==> src/rtl/baud_rate_gen.sv <==
// UART baud-tick generator: loadable divisor, oversample tick (tick_os) and bit tick (tick).
// Define BAUD_FRAC_EN to add the frac_in port and the fractional-divisor accumulator.
module baud_rate_gen #(
    parameter int DIV_W       = 16,
    parameter int OVERSAMPLE  = 16,
    parameter int DEFAULT_DIV = 20,
    parameter int FRAC_W      = 4
) (
    input  logic             clk,
    input  logic             rst,
    input  logic             en,
    input  logic [DIV_W-1:0] div_in,
    input  logic             div_load,
`ifdef BAUD_FRAC_EN
    input  logic [FRAC_W-1:0] frac_in,
`endif
    output logic             tick_os,
    output logic             tick,
    output logic [DIV_W-1:0] div_cur
);

    localparam int OS_W = (OVERSAMPLE > 2) ? $clog2(OVERSAMPLE) : 1;
    localparam logic [OS_W-1:0]  OS_LAST  = OS_W'(OVERSAMPLE - 1);
    localparam logic [OS_W-1:0]  OS_ONE   = OS_W'(1);
    localparam logic [DIV_W-1:0] DIV_ONE  = DIV_W'(1);
    localparam logic [DIV_W-1:0] DIV_RST  = DIV_W'(DEFAULT_DIV);

    logic [DIV_W-1:0] div_q, div_d;
    logic [DIV_W-1:0] pre_q, pre_d;
    logic [OS_W-1:0]  os_q, os_d;
    logic             tick_os_q, tick_os_d;
    logic             tick_q, tick_d;
    logic [DIV_W-1:0] d_eff;
    logic [DIV_W-1:0] term_val;
    logic             terminal;

`ifdef BAUD_FRAC_EN
    logic [FRAC_W-1:0] frac_reg_q, frac_reg_d;
    logic [FRAC_W-1:0] frac_acc_q, frac_acc_d;
    logic              ext_q, ext_d;
    logic [FRAC_W:0]   frac_sum;
`endif

    // A stored divisor of zero behaves as one: tick_os every enabled cycle.
    always_comb begin
        d_eff = (div_q == '0) ? DIV_ONE : div_q;
`ifdef BAUD_FRAC_EN
        // ext_q stretches the current period by one cycle after an accumulator carry.
        term_val = ext_q ? d_eff : (d_eff - DIV_ONE);
        frac_sum = {1'b0, frac_acc_q} + {1'b0, frac_reg_q};
`else
        term_val = d_eff - DIV_ONE;
`endif
        terminal = (pre_q == term_val);
    end

    always_comb begin
        div_d     = div_q;
        pre_d     = pre_q;
        os_d      = os_q;
        tick_os_d = 1'b0;
        tick_d    = 1'b0;
`ifdef BAUD_FRAC_EN
        frac_reg_d = frac_reg_q;
        frac_acc_d = frac_acc_q;
        ext_d      = ext_q;
`endif
        if (div_load) begin
            div_d = div_in;
            pre_d = '0;
            os_d  = '0;
`ifdef BAUD_FRAC_EN
            frac_reg_d = frac_in;
            frac_acc_d = '0;
            ext_d      = 1'b0;
`endif
        end else if (en) begin
            if (terminal) begin
                pre_d     = '0;
                tick_os_d = 1'b1;
                tick_d    = (os_q == OS_LAST);
                os_d      = (os_q == OS_LAST) ? '0 : (os_q + OS_ONE);
`ifdef BAUD_FRAC_EN
                frac_acc_d = frac_sum[FRAC_W-1:0];
                ext_d      = frac_sum[FRAC_W];
`endif
            end else begin
                pre_d = pre_q + DIV_ONE;
            end
        end
    end

    always_ff @(posedge clk) begin
        if (rst) begin
            div_q     <= DIV_RST;
            pre_q     <= '0;
            os_q      <= '0;
            tick_os_q <= 1'b0;
            tick_q    <= 1'b0;
`ifdef BAUD_FRAC_EN
            frac_reg_q <= '0;
            frac_acc_q <= '0;
            ext_q      <= 1'b0;
`endif
        end else begin
            div_q     <= div_d;
            pre_q     <= pre_d;
            os_q      <= os_d;
            tick_os_q <= tick_os_d;
            tick_q    <= tick_d;
`ifdef BAUD_FRAC_EN
            frac_reg_q <= frac_reg_d;
            frac_acc_q <= frac_acc_d;
            ext_q      <= ext_d;
`endif
        end
    end

    assign tick_os = tick_os_q;
    assign tick    = tick_q;
    assign div_cur = div_q;

endmodule
==> config.mk <==
export PLATFORM = sky130hd
export DESIGN_NAME = baud_rate_gen
export DESIGN_NICKNAME = d
export VERILOG_FILES = /design/src/rtl/baud_rate_gen.sv
export SDC_FILE = /design/constraint.sdc
export NUM_CORES = 1
export LEC_CHECK = 0
export BUFFER_PORTS_ARGS = -buffer_cell sky130_fd_sc_hd__buf_2
export CAP_MARGIN = 15
export CELL_PAD_IN_SITES_DETAIL_PLACEMENT = 2
export CELL_PAD_IN_SITES_GLOBAL_PLACEMENT = 2
export CORE_MARGIN = 5
export CORE_UTILIZATION = 33
export CTS_CLUSTER_SIZE = 40
export DETAILED_ROUTE_END_ITERATION = 10
export GPL_TIMING_DRIVEN = 0
export PLACE_DENSITY_LB_ADDON = 0.12
export SYNTH_ARGS = -nofsm -noshare
export SYNTH_HDL_FRONTEND = slang
export SYNTH_SLANG_ARGS = --single-unit
==> constraint.sdc <==
create_clock -name clk -period 4.8 [get_ports clk]
set_clock_uncertainty 0.1 [all_clocks]
set_input_delay 0.96 -clock clk [delete_from_list [all_inputs] [get_ports clk]]
set_output_delay 0.96 -clock clk [all_outputs]
set_load 0.02 [all_outputs]
After elaboration in Yosys (flattened, before gate mapping)
Index checks and enable logic that the tools add are counted.
{"block": "totals", "ff_bits": 38, "inputBits": 20, "output_inout_bits": 18, "wordCells": 21}
{"block": "op_classes", "add_sub_neg": 3, "eq_ne": 2, "muxes": 4, "n_bitwise": 2, "n_reduce_logical": 5}
{"operator": "16-bit 2-to-1 mux", "n": 2}
{"operator": "16-bit by 1-bit adder with 16-bit output (second input constant)", "n": 1}
{"operator": "16-bit == test", "n": 1}
{"operator": "16-bit zero test", "n": 1}
{"operator": "16-bit by 1-bit subtractor with 16-bit output (second input constant)", "n": 1}
{"operator": "4-bit by 1-bit adder with 4-bit output (second input constant)", "n": 1}
{"operator": "4-bit == test (second input constant)", "n": 1}
{"operator": "4-bit 2-to-1 mux", "n": 1}
{"operator": "4-bit OR reduction", "n": 1}
{"operator": "3-bit OR reduction", "n": 1}
{"operator": "1-bit inverter", "n": 2}
{"operator": "2-bit AND reduction", "n": 1}
{"operator": "2-bit OR reduction", "n": 1}
{"operator": "1-bit 2-to-1 mux", "n": 1}

Longest topological paths before layout
Gate-level depths: netlist of the first run.
{"block": "logic_depth", "depth_word": 6, "ltp_mapped": 14, "depth_no_buf": 11}

Least setup slack after synthesis of the first run
OpenSTA, ideal clock, no wires.
{"block": "synth_timing", "path_type": "reg-to-reg", "from": "reg div_q[5], in the netlist div_cur[5]", "to": "reg pre_q[10]", "setup_ns": 0.117, "t_arrival_ns": 3.625, "t_required_ns": 4.583, "setup_slack_ns": 0.958, "path_stages_with_launch": 15, "n_path_buf": 3, "period_less_slack_ns": 3.842, "cell_sequence": "dfxtp_1 > clkbuf_1 > nor3_1 > and3_1 > a21oi_1 > ha_1 > or4b_1 > buf_2 > nor4_4 > xnor2_1 > a2111o_1 > a2111o_1 > o31ai_2 > buf_2 > nor2_1"}
{"block": "synth_via", "elab_chain_cells": 5}
{"element": "start, declared", "line": "28", "text": "logic [DIV_W-1:0] div_q, div_d;"}
{"element": "start signal, assigned", "line": "106", "text": "div_q <= div_d;"}
{"element": "16-bit zero test", "line": "46", "text": "d_eff = (div_q == '0) ? DIV_ONE : div_q;"}
{"element": "16-bit 2-to-1 mux *", "line": "46"}
{"element": "16-bit by 1-bit subtractor with 16-bit output *", "line": "52", "text": "term_val = d_eff - DIV_ONE;"}
{"element": "16-bit == test *", "line": "54", "text": "terminal = (pre_q == term_val);"}
{"element": "16-bit 2-to-1 mux *", "line": "78", "text": "if (terminal) begin"}
{"element": "end signal, assigned", "line": "107", "text": "pre_q <= pre_d;"}
{"element": "end, declared", "line": "29", "text": "logic [DIV_W-1:0] pre_q, pre_d;"}
Mark *: on every way between the ends. The rest lies on a longest branch, timed or not.
A chain may end at the register's enable or synchronous reset.

Worst setup path in the final report of the first run
Same ends and word-level chain as after synthesis.

==> results of run 1 <==
==> stage by stage <==
stage,power (mW),area [µm²]
after global routing,0.722,2520
after global placement,0.455,2420
after detailed placement,0.458,2420
after CTS,0.693,2510
final,0.683,2520
after floorplan,0.419,2140
==> layout make-up <==
type / instances / area share, %
plain buffers: 12 / 1.94
well taps: 77 / 3.83
multi-input cells: 200 / 52.7
clock inverters: 1 / 0.199
repair buffers: 35 / 6.96
inverters: 5 / 0.746
flip-flops and latches: 38 / 30.2
clock buffers: 7 / 3.43
==> repair_timing <==
action | 4_1_cts | 5_1_grt
setup endpoints to repair | 0 | 1
resized for setup | 0 | 1
buffers inserted | 0 | 0
==> cell usage after synthesis (5+ instances only) <==
cell type / n / share of area, %
nor2_1: 41 / 7.2
and3_1: 5 / 1.5
inv_1: 5 / 0.88
mux2i_1: 17 / 7.9
nor4_1: 5 / 1.5
xnor2_1: 15 / 6.1
a21oi_1: 8 / 1.9
dfxtp_1: 38 / 35
xor2_1: 14 / 5.7
nor3_1: 6 / 1.4
nand3_1: 12 / 2.8
nand2_1: 23 / 4.0
clkbuf_1: 6 / 1.1
nand4_1: 8 / 2.3
==> cells by family after synthesis <==
| family | Yosys count |
|---|---|
| compound gates | 29 |
| buf+inv | 17 |
| xor+xnor | 29 |
| simple gates | 122 |
| mux | 17 |
| fa+ha+maj | 3 |
| flops | 38 |
==> sequential cells by signal (all words and copies together) (netlist names) <==
signal   count
tick_os      1
pre_q       16
os_q         4
tick         1
div_cur     16
==> worst paths after layout <==
path                                 end                     from  slack (ps)  cells after the start
hold reg to reg     os_q[3]$_SDFFE_PP0P_     os_q[3]$_SDFFE_PP0P_         400                      2
setup reg to reg  pre_q[10]$_SDFFE_PP0P_  div_cur[5]$_SDFFE_PP0P_         440                     13
hold / removal      os_q[3]$_SDFFE_PP0P_     os_q[3]$_SDFFE_PP0P_         400                      2
setup / recovery  pre_q[10]$_SDFFE_PP0P_  div_cur[5]$_SDFFE_PP0P_         440                     13
==> per-layer routing <==
metal | global-route usage (%) | vias to the layer above | share of wire (%)
met3 | 3.25 | 6 | 2.4
met2 | 27.5 | 18 | 50
li1 | - | 997 | -
met1 | 20.1 | 989 | 47
met5 | 0 | - | 0
met4 | 3.72 | 0 | 1.1
==> power by group through the flow <==
stage / clock (mW) / combinational [mW] / sequential [mW]
3_3_place_gp: 0 / 0.110 / 0.345
5_1_grt: 0.257 / 0.125 / 0.340
3_5_place_dp: 0 / 0.112 / 0.346
2_1_floorplan: 0 / 0.0672 / 0.351
4_1_cts: 0.241 / 0.114 / 0.338
6_report: 0.231 / 0.113 / 0.338
==> critical path, cell delays in order, from the launching register on <==
cell and delay (ps):
dfxtp_1 330, clkbuf_1 430, nor3_1 180, and3_1 260
a21oi_1 210, ha_1 220, or4b_1 440, buf_2 190
or4_1 490, a22oi_1 200, nand4_1 370, o31ai_4 440
buf_2 300, nor2_1 70
==> summary.txt, run 1 <==
Clock tree
  • Clk sink count: 38
  • Max Buffers Root-to-Sink: 2
  • Worst-Skew Late Latency: 290 ps
  • Total CTS buffers: 5
  • Hold_buf cts: 0
  • Worst-path clk slew: 80 ps
  • Clock tree from TritonCTS: done
  • # H-tree levels: 2
  • Root buf cell: clkbuf_8

Final layout
  • Nets@finish: 320
  • Sequential cell area: 761 µm²
  • Fillcell total: 748
  • Most frequent cells in the layout: 41 x nor2_1, 38 x buf_2, 38 x dfxtp_1, 23 x nand2_1, 17 x mux2i_1
  • Final Util: 39.6%
  • Layout Cells excl Fill: 375
  • Layout cells sized above 1: 16.1%
  • Antenna cells: 0
  • Footprint of the multi-input gates: 1330 µm²
  • Commonest non-fill, non-tap cell in the layout: nor2_1
  • Area growth syn-to-layout: 17.3%

Critical path
  • Crit start category: flip-flop
  • CP max FO: 10
  • Setup CP Type: reg -> reg
  • CP required: 4880 ps
  • WP data arrival: 4430 ps
  • Crit. End Element: flip-flop

Yosys
  • Synthesized flop and latch total: 38
  • Simple-Gate Fraction of Synth Area: 29.5%
  • Post-synthesis mux area share: 7.93%
  • Synth Net Count: 278
  • Warning count from the yosys run: 0
  • Top_reg_cell synth: dfxtp_1
  • Synthesized area: 2140 µm²
  • Post-synthesis xor/xnor area fraction: 11.8%
  • Mapped Cells: 255
  • Avg Cell Area, Syn: 8.41 µm²
  • Ys async rst share: 0%
  • Sequential area share after synthesis: 35.5%
  • Post-synthesis compound-gate area fraction: 10.3%
  • Post-Synth Adder-Cell Area: 1.75%
  • Largest family of logic cells by synthesized area: simple AND/OR/NAND/NOR gates
  • Number of synthesized flops with an enable pin: 0
  • Yosys cell types: 43

Floorplanning
  • Die X: 90.6 µm
  • Initial core utilization: 33.8%
  • Ports: 38
  • Die area: 8210 µm²
  • Row count: 29
  • Core Area: 6350 µm²
  • Die Ht: 90.6 µm

Global route
  • GRT overflow: 0
  • Largest net degree at the start of global routing: 12
  • Total track usage: 15.9%
  • Initial antenna violation count: 0
  • Vias in the first global route: 2,145
  • First-pass GRT wire length: 10.8 mm

Place
  • # port buffers: 35
  • GP Congestion: 0.782
  • Setup WS pre-CTS: 291 ps
  • Placed cells: 367
  • DP Wirelength: 5.04 mm

Power and ir drop
  • Maximum vdd drop: 0.000116 V
  • Combinational cell fraction of total power: 16.6%
  • Pint: 0.484 mW
  • Flop pwr share: 49.5%
  • Clk network pwr share: 33.9%
  • Cell Pwr Density: 271 nW/µm²
  • Sw Share: 29.1%
  • Leakage: 1.02 nW
  • Sw power: 0.199 mW

Timing
  • Post-Route Setup TNS: 0 ps
  • Final hold viol count: 0
  • RSZ-0062 raised after global routing: false
  • Fin crit share: 90.8%
  • Worst slew pin tran: 773 ps
  • Final worst slack: 444 ps
  • # setup viols final: 0
  • Fin Hold WS: 399 ps
  • Final Max Slew Viols: 0
  • Min Tclk post-route: 4360 ps
  • Max Clock Freq: 0.230 GHz
  • Slew HR: 48.3%

Drt
  • Routed vias: 2,010
  • Initial drt markers: 80
  • Drt first pass iters: 4
  • Routed WL per cell: 17.1 µm
  • Via/cell ratio: 5.36
  • DRC: 0
  • Routed Antenna Nets: 0
  • Routed Wire Length: 6.41 mm

Worst hold path
  • Hold crit path type: reg -> reg

Run
  • Max Cap Viol: 0

Run status
  • Status: finished clean
Note: power is estimated with default switching activity, not from simulation.
==> run 2, diff against run 1 <==
--- a/config.mk
+++ b/config.mk
@@ -14,7 +14,7 @@
 export CTS_CLUSTER_SIZE = 40
 export DETAILED_ROUTE_END_ITERATION = 10
 export GPL_TIMING_DRIVEN = 0
-export PLACE_DENSITY_LB_ADDON = 0.12
+export PLACE_DENSITY_LB_ADDON = 0.1
 export SYNTH_ARGS = -nofsm -noshare
 export SYNTH_HDL_FRONTEND = slang
 export SYNTH_SLANG_ARGS = --single-unit
==> constraint.sdc (replaced) <==
create_clock -name clk -period 4.01 [get_ports clk]
set_clock_uncertainty 0.1 [all_clocks]
set_input_delay 0.802 -clock clk [delete_from_list [all_inputs] [get_ports clk]]
set_output_delay 0.802 -clock clk [all_outputs]
set_load 0.02 [all_outputs]
==> summary.txt, run 2 (same netlist as run 1, synthesis figures left out) <==
Floorplanning
  • Initial core utilization: 33.8%
  • Row count: 29
  • Die area: 8210 µm²
  • Ports: 38
  • Core Area: 6350 µm²
  • Die Ht: 90.6 µm
  • Die X: 90.6 µm

Power and ir drop
  • Maximum vdd drop: 0.000145 V
  • PnR Total Power: 0.866 mW
  • Leakage: 1.07 nW
  • Cell Pwr Density: 333 nW/µm²

Timing
  • Post-Route Setup TNS: 0 ps
  • Final hold viol count: 0
  • Max Clock Freq: 0.261 GHz
  • Fin crit share: 95.5%
  • Slew HR: 48.1%
  • # setup viols final: 0
  • Final Max Slew Viols: 0
  • Fin Hold WS: 399 ps
  • Min Tclk post-route: 3830 ps
  • Worst slew pin tran: 778 ps
  • RSZ-0062 raised after global routing: true

Final layout
  • Fillcell total: 731
  • Nets@finish: 325
  • Commonest non-fill, non-tap cell in the layout: nor2_1
  • Area growth syn-to-layout: 21.1%
  • Layout cells sized above 1: 19.5%
  • Final Util: 40.9%
  • Sequential cell area: 761 µm²
  • Most frequent cells in the layout: 41 x nor2_1, 38 x dfxtp_1, 37 x buf_2, 23 x nand2_1, 17 x mux2i_1
  • Footprint of the multi-input gates: 1340 µm²
  • Antenna cells: 0
  • Layout Cells excl Fill: 380

Run
  • Max Cap Viol: 0

Place
  • DP Wirelength: 5.11 mm
  • Placed cells: 367
  • # port buffers: 35
  • GP Congestion: 0.816

Global route
  • Largest net degree at the start of global routing: 12
  • Vias in the first global route: 2,170
  • First-pass GRT wire length: 11.5 mm
  • Initial antenna violation count: 0
  • GRT overflow: 0
  • Total track usage: 17.1%

Clock tree
  • Clk sink count: 38
  • Clock tree from TritonCTS: done
  • Root buf cell: clkbuf_8
  • Worst-Skew Late Latency: 290 ps
  • Worst-path clk slew: 80 ps
  • Total CTS buffers: 5
  • # H-tree levels: 2
  • Hold_buf cts: 0
  • Max Buffers Root-to-Sink: 2

Critical path
  • Worst flop-to-flop path startpoint: div_cur[5]$_SDFFE_PP0P_
  • WP data arrival: 3940 ps
  • Worst R2R Path Depth: 14
  • CP max FO: 9
  • Setup CP Type: reg -> reg
  • CP required: 4120 ps
  • Reg2Reg Capture Point: tick$_SDFF_PP0_
  • Worst reg-to-reg setup slack: 180 ps
  • Crit start category: flip-flop
  • Crit. End Element: flip-flop

Worst hold path
  • Hold crit path type: reg -> reg
  • Hold path startpoint: os_q[3]$_SDFFE_PP0P_
  • Hold path depth: 2
  • Hold endpoint: os_q[3]$_SDFFE_PP0P_

Run status
  • Status: finished clean

Drt
  • DRC: 0
  • Routed Wire Length: 6.88 mm
  • Drt first pass iters: 4
  • Routed WL per cell: 18.1 µm
  • Via/cell ratio: 5.33
  • Initial drt markers: 73
  • Routed vias: 2,027
  • Routed Antenna Nets: 0
-- run 2: worst max-delay path, cell delays in order (launching register included) --
cell and delay [ps]:
dfxtp_1 330, clkbuf_4 220, nor3_1 110, and3_1 240
a21oi_1 190, ha_1 220, or4b_1 440, buf_2 190
or4_1 510, a22oi_2 210, nand4_1 120, buf_4 190
or3_1 290, buf_2 180, nor4_4 200
-- run 2: per-stage QoR --
stage | worst slack, ps | area [µm²]
after floorplan | 168 | 2140
after global placement | -442 | 2420
after detailed placement | -576 | 2420
after CTS | 7.31 | 2560
after global routing | -28.1 | 2600
final | 181 | 2600
-- run 2: final cells by class --
class,instances,share of cell area (%)
clock buffers,8,4.24
flip-flops and latches,38,29.3
multi-input cells,200,51.4
inverters,5,0.723
well taps,77,3.71
repair buffers,41,8.48
plain buffers,11,2.12
-- run 2: how the worst max path moves through the flow --
| stage | to | from | slack (ps) |
|---|---|---|---|
| floorplan | pre_q[10]$_SDFFE_PP0P_ | div_cur[5]$_SDFFE_PP0P_ | 170 |
| global placement | pre_q[7]$_SDFFE_PP0P_ | div_cur[5]$_SDFFE_PP0P_ | -440 |
| detailed placement | pre_q[11]$_SDFFE_PP0P_ | div_cur[5]$_SDFFE_PP0P_ | -580 |
| CTS | tick$_SDFF_PP0_ | div_cur[0]$_SDFFE_PP0P_ | 7 |
| global route | pre_q[8]$_SDFFE_PP0P_ | div_cur[5]$_SDFFE_PP0P_ | -30 |
| finish | tick$_SDFF_PP0_ | div_cur[5]$_SDFFE_PP0P_ | 180 |
-- run 2: repair_timing --
item	in CTS	in global routing
gates cloned	0	0
gates resized for setup	6	3
buffers inserted	3	3
hold endpoints to repair	0	0
setup endpoints to repair	21	18
pin swaps	2	1
-- run 2: routing by layer --
layer  global-route usage, %  share of wire [%]  up-vias  routed length (µm)
met5                       0                  0        -                   0
met4                    4.47                1.1        0                  74
met3                    3.00                2.4        6                 163
met2                    29.8                 49       19                3390
met1                    21.4                 47      998                3250
li1                        -                  -     1004                   -
-- run 2: power breakdown --
group / total, mW / internal (mW) / leakage [nW] / switching [mW]
logic: 0.145 / 0.0588 / 0.701 / 0.0859
registers: 0.406 / 0.387 / 0.310 / 0.0186
clock network: 0.315 / 0.174 / 0.0575 / 0.142
total: 0.866 / 0.620 / 1.07 / 0.246
==> run 3, diff against run 2 <==
--- a/config.mk
+++ b/config.mk
@@ -9,12 +9,15 @@
 export CAP_MARGIN = 15
 export CELL_PAD_IN_SITES_DETAIL_PLACEMENT = 2
 export CELL_PAD_IN_SITES_GLOBAL_PLACEMENT = 2
+export CORE_ASPECT_RATIO = 2
 export CORE_MARGIN = 5
 export CORE_UTILIZATION = 33
+export CTS_BUF_LIST = sky130_fd_sc_hd__clkbuf_16
 export CTS_CLUSTER_SIZE = 40
 export DETAILED_ROUTE_END_ITERATION = 10
 export GPL_TIMING_DRIVEN = 0
 export PLACE_DENSITY_LB_ADDON = 0.1
+export SKIP_LAST_GASP = 1
 export SYNTH_ARGS = -nofsm -noshare
 export SYNTH_HDL_FRONTEND = slang
 export SYNTH_SLANG_ARGS = --single-unit
==> summary.txt, run 3 (same netlist as run 1, synthesis figures left out) <==
Run status
  • Status: finished clean

Power and ir drop
  • Sw Share: 27.2%
  • Maximum vdd drop: 0.000222 V
  • Sw power: 0.249 mW
  • Pint: 0.668 mW
  • Combinational cell fraction of total power: 15.0%
  • PnR Total Power: 0.918 mW
  • Leakage: 1.08 nW
  • Flop pwr share: 44.8%
  • Clk network pwr share: 40.2%
  • Cell Pwr Density: 350 nW/µm²

Critical path
  • Crit path max-delay family: simple AND/OR/NAND/NOR gates
  • Crit start category: flip-flop
  • Slowest CP cell: or4b_1
  • CP required: 4110 ps
  • Worst reg-to-reg setup slack: 210 ps
  • Buf+Inv Stages, Crit Path: 3
  • Setup CP Type: reg -> reg
  • Crit-path cells: buf_4 > nor3_1 > and3_1 > a21oi_1 > ha_1 > or4b_1 > buf_2 > nor4_4 > xnor2_1 > a2111o_1 > a2111o_1 > or3_1 > buf_2 > nor4_4
  • WP data arrival: 3900 ps
  • Crit. End Element: flip-flop
  • CP max FO: 9
  • Peak per-stage delay on the critical path: 440 ps

Final layout
  • Commonest non-fill, non-tap cell in the layout: nor2_1
  • Nets@finish: 324
  • Final Instance Area: 2620 µm²
  • Area growth syn-to-layout: 22.2%
  • Most frequent cells in the layout: 41 x nor2_1, 37 x buf_2, 36 x dfxtp_1, 23 x nand2_1, 17 x mux2i_1
  • Antenna cells: 0
  • Layout Cells excl Fill: 387
  • Layout cells sized above 1: 18.6%
  • Final Util: 41.5%

Drt
  • Drt first pass iters: 4
  • Met3 wire length: 134 µm
  • Via/cell ratio: 5.31
  • Routed Antenna Nets: 0
  • Routed Wire Length: 6.97 mm
  • Routed WL per cell: 18.0 µm
  • Routed vias: 2,055
  • Met2 Routed Length: 4.25 mm
  • M1 wire length: 2.44 mm
  • Initial drt markers: 45
  • DRC: 0
  • Highest metal used: met4

Global route
  • Total track usage: 17.6%
  • Initial antenna violation count: 0
  • First-pass GRT wire length: 10.9 mm
  • GRT overflow: 0
  • Largest net degree at the start of global routing: 11
  • Vias in the first global route: 2,231

Floorplanning
  • Ports: 38
  • Initial core utilization: 34.0%
  • Die area: 8310 µm²
  • Core Area: 6310 µm²
  • Row count: 41
  • Die X: 67 µm
  • Die Ht: 124 µm

Place
  • Placed cells: 376
  • GP Congestion: 0.785
  • Setup WS pre-CTS: -527 ps
  • DP Wirelength: 5.46 mm
  • DP Area: 2430 µm²
  • # port buffers: 35

Timing
  • Final Max Slew Viols: 0
  • Final worst slack: 205 ps
  • # setup viols final: 0
  • Fin Hold WS: 384 ps
  • Fin crit share: 94.9%
  • Max Clock Freq: 0.263 GHz
  • Slew HR: 51.6%
  • Final hold viol count: 0
  • Min Tclk post-route: 3800 ps
  • Post-Route Setup TNS: 0 ps
  • Worst slew pin tran: 724 ps

Worst hold path
  • Hold crit path type: reg -> reg

Clock tree
  • Total CTS buffers: 5
  • # H-tree levels: 2
  • Root buf cell: clkbuf_16
  • Worst-path clk slew: 60 ps
  • Hold_buf cts: 0
  • Worst-Skew Late Latency: 280 ps
  • Clock tree from TritonCTS: done
  • Clk sink count: 38
  • Max Buffers Root-to-Sink: 2

Run
  • Max Cap Viol: 0
==> run 3: power groups by stage <==
stage	registers [mW]	logic [mW]	clock network, mW
finish	0.411	0.138	0.369
floorplan	0.421	0.0804	0
global placement	0.415	0.131	0
CTS	0.409	0.136	0.377
detailed placement	0.416	0.134	0
global route	0.413	0.153	0.391
==> run 3: per-layer routing <==
layer	global-route usage, %	vias to the layer above
met1	16.6	1017
met4	6.48	0
met2	36.2	27
met5	0	-
li1	-	1001
met3	2.44	10
==> run 3: worst paths after layout <==
check	start	endpoint	depth (start not counted)
worst max register to register	div_cur[5]$_SDFFE_PP0P_	tick$_SDFF_PP0_	14
worst min-delay path	os_q[3]$_SDFFE_PP0P_	os_q[3]$_SDFFE_PP0P_	2
worst min register to register	os_q[3]$_SDFFE_PP0P_	os_q[3]$_SDFFE_PP0P_	2
worst max-delay path	div_cur[5]$_SDFFE_PP0P_	tick$_SDFF_PP0_	14
==> run 3: worst min-delay path, delay by kind of cell (launching register included) <==
family	cells	cell delay, ps
flops	1	320
simple gates	1	60
compound gates	1	60
==> run 3: final cells by class <==
class                   count  area, µm²
plain buffers              10       47.5
clock buffers               5        125
clock inverters             2       7.51
fillers                   759       3690
inverters                   5       18.8
multi-input cells         200       1330
flip-flops and latches     38        763
well taps                  86        108
repair buffers             41        220
==> run 3: repair_timing <==
| action | 4_1_cts | 5_1_grt |
|---|---|---|
| setup buffers | 1 | 5 |
| pin swaps | 1 | 1 |
| resized for setup | 4 | 4 |
| endpoints found under the setup margin | 21 | 21 |
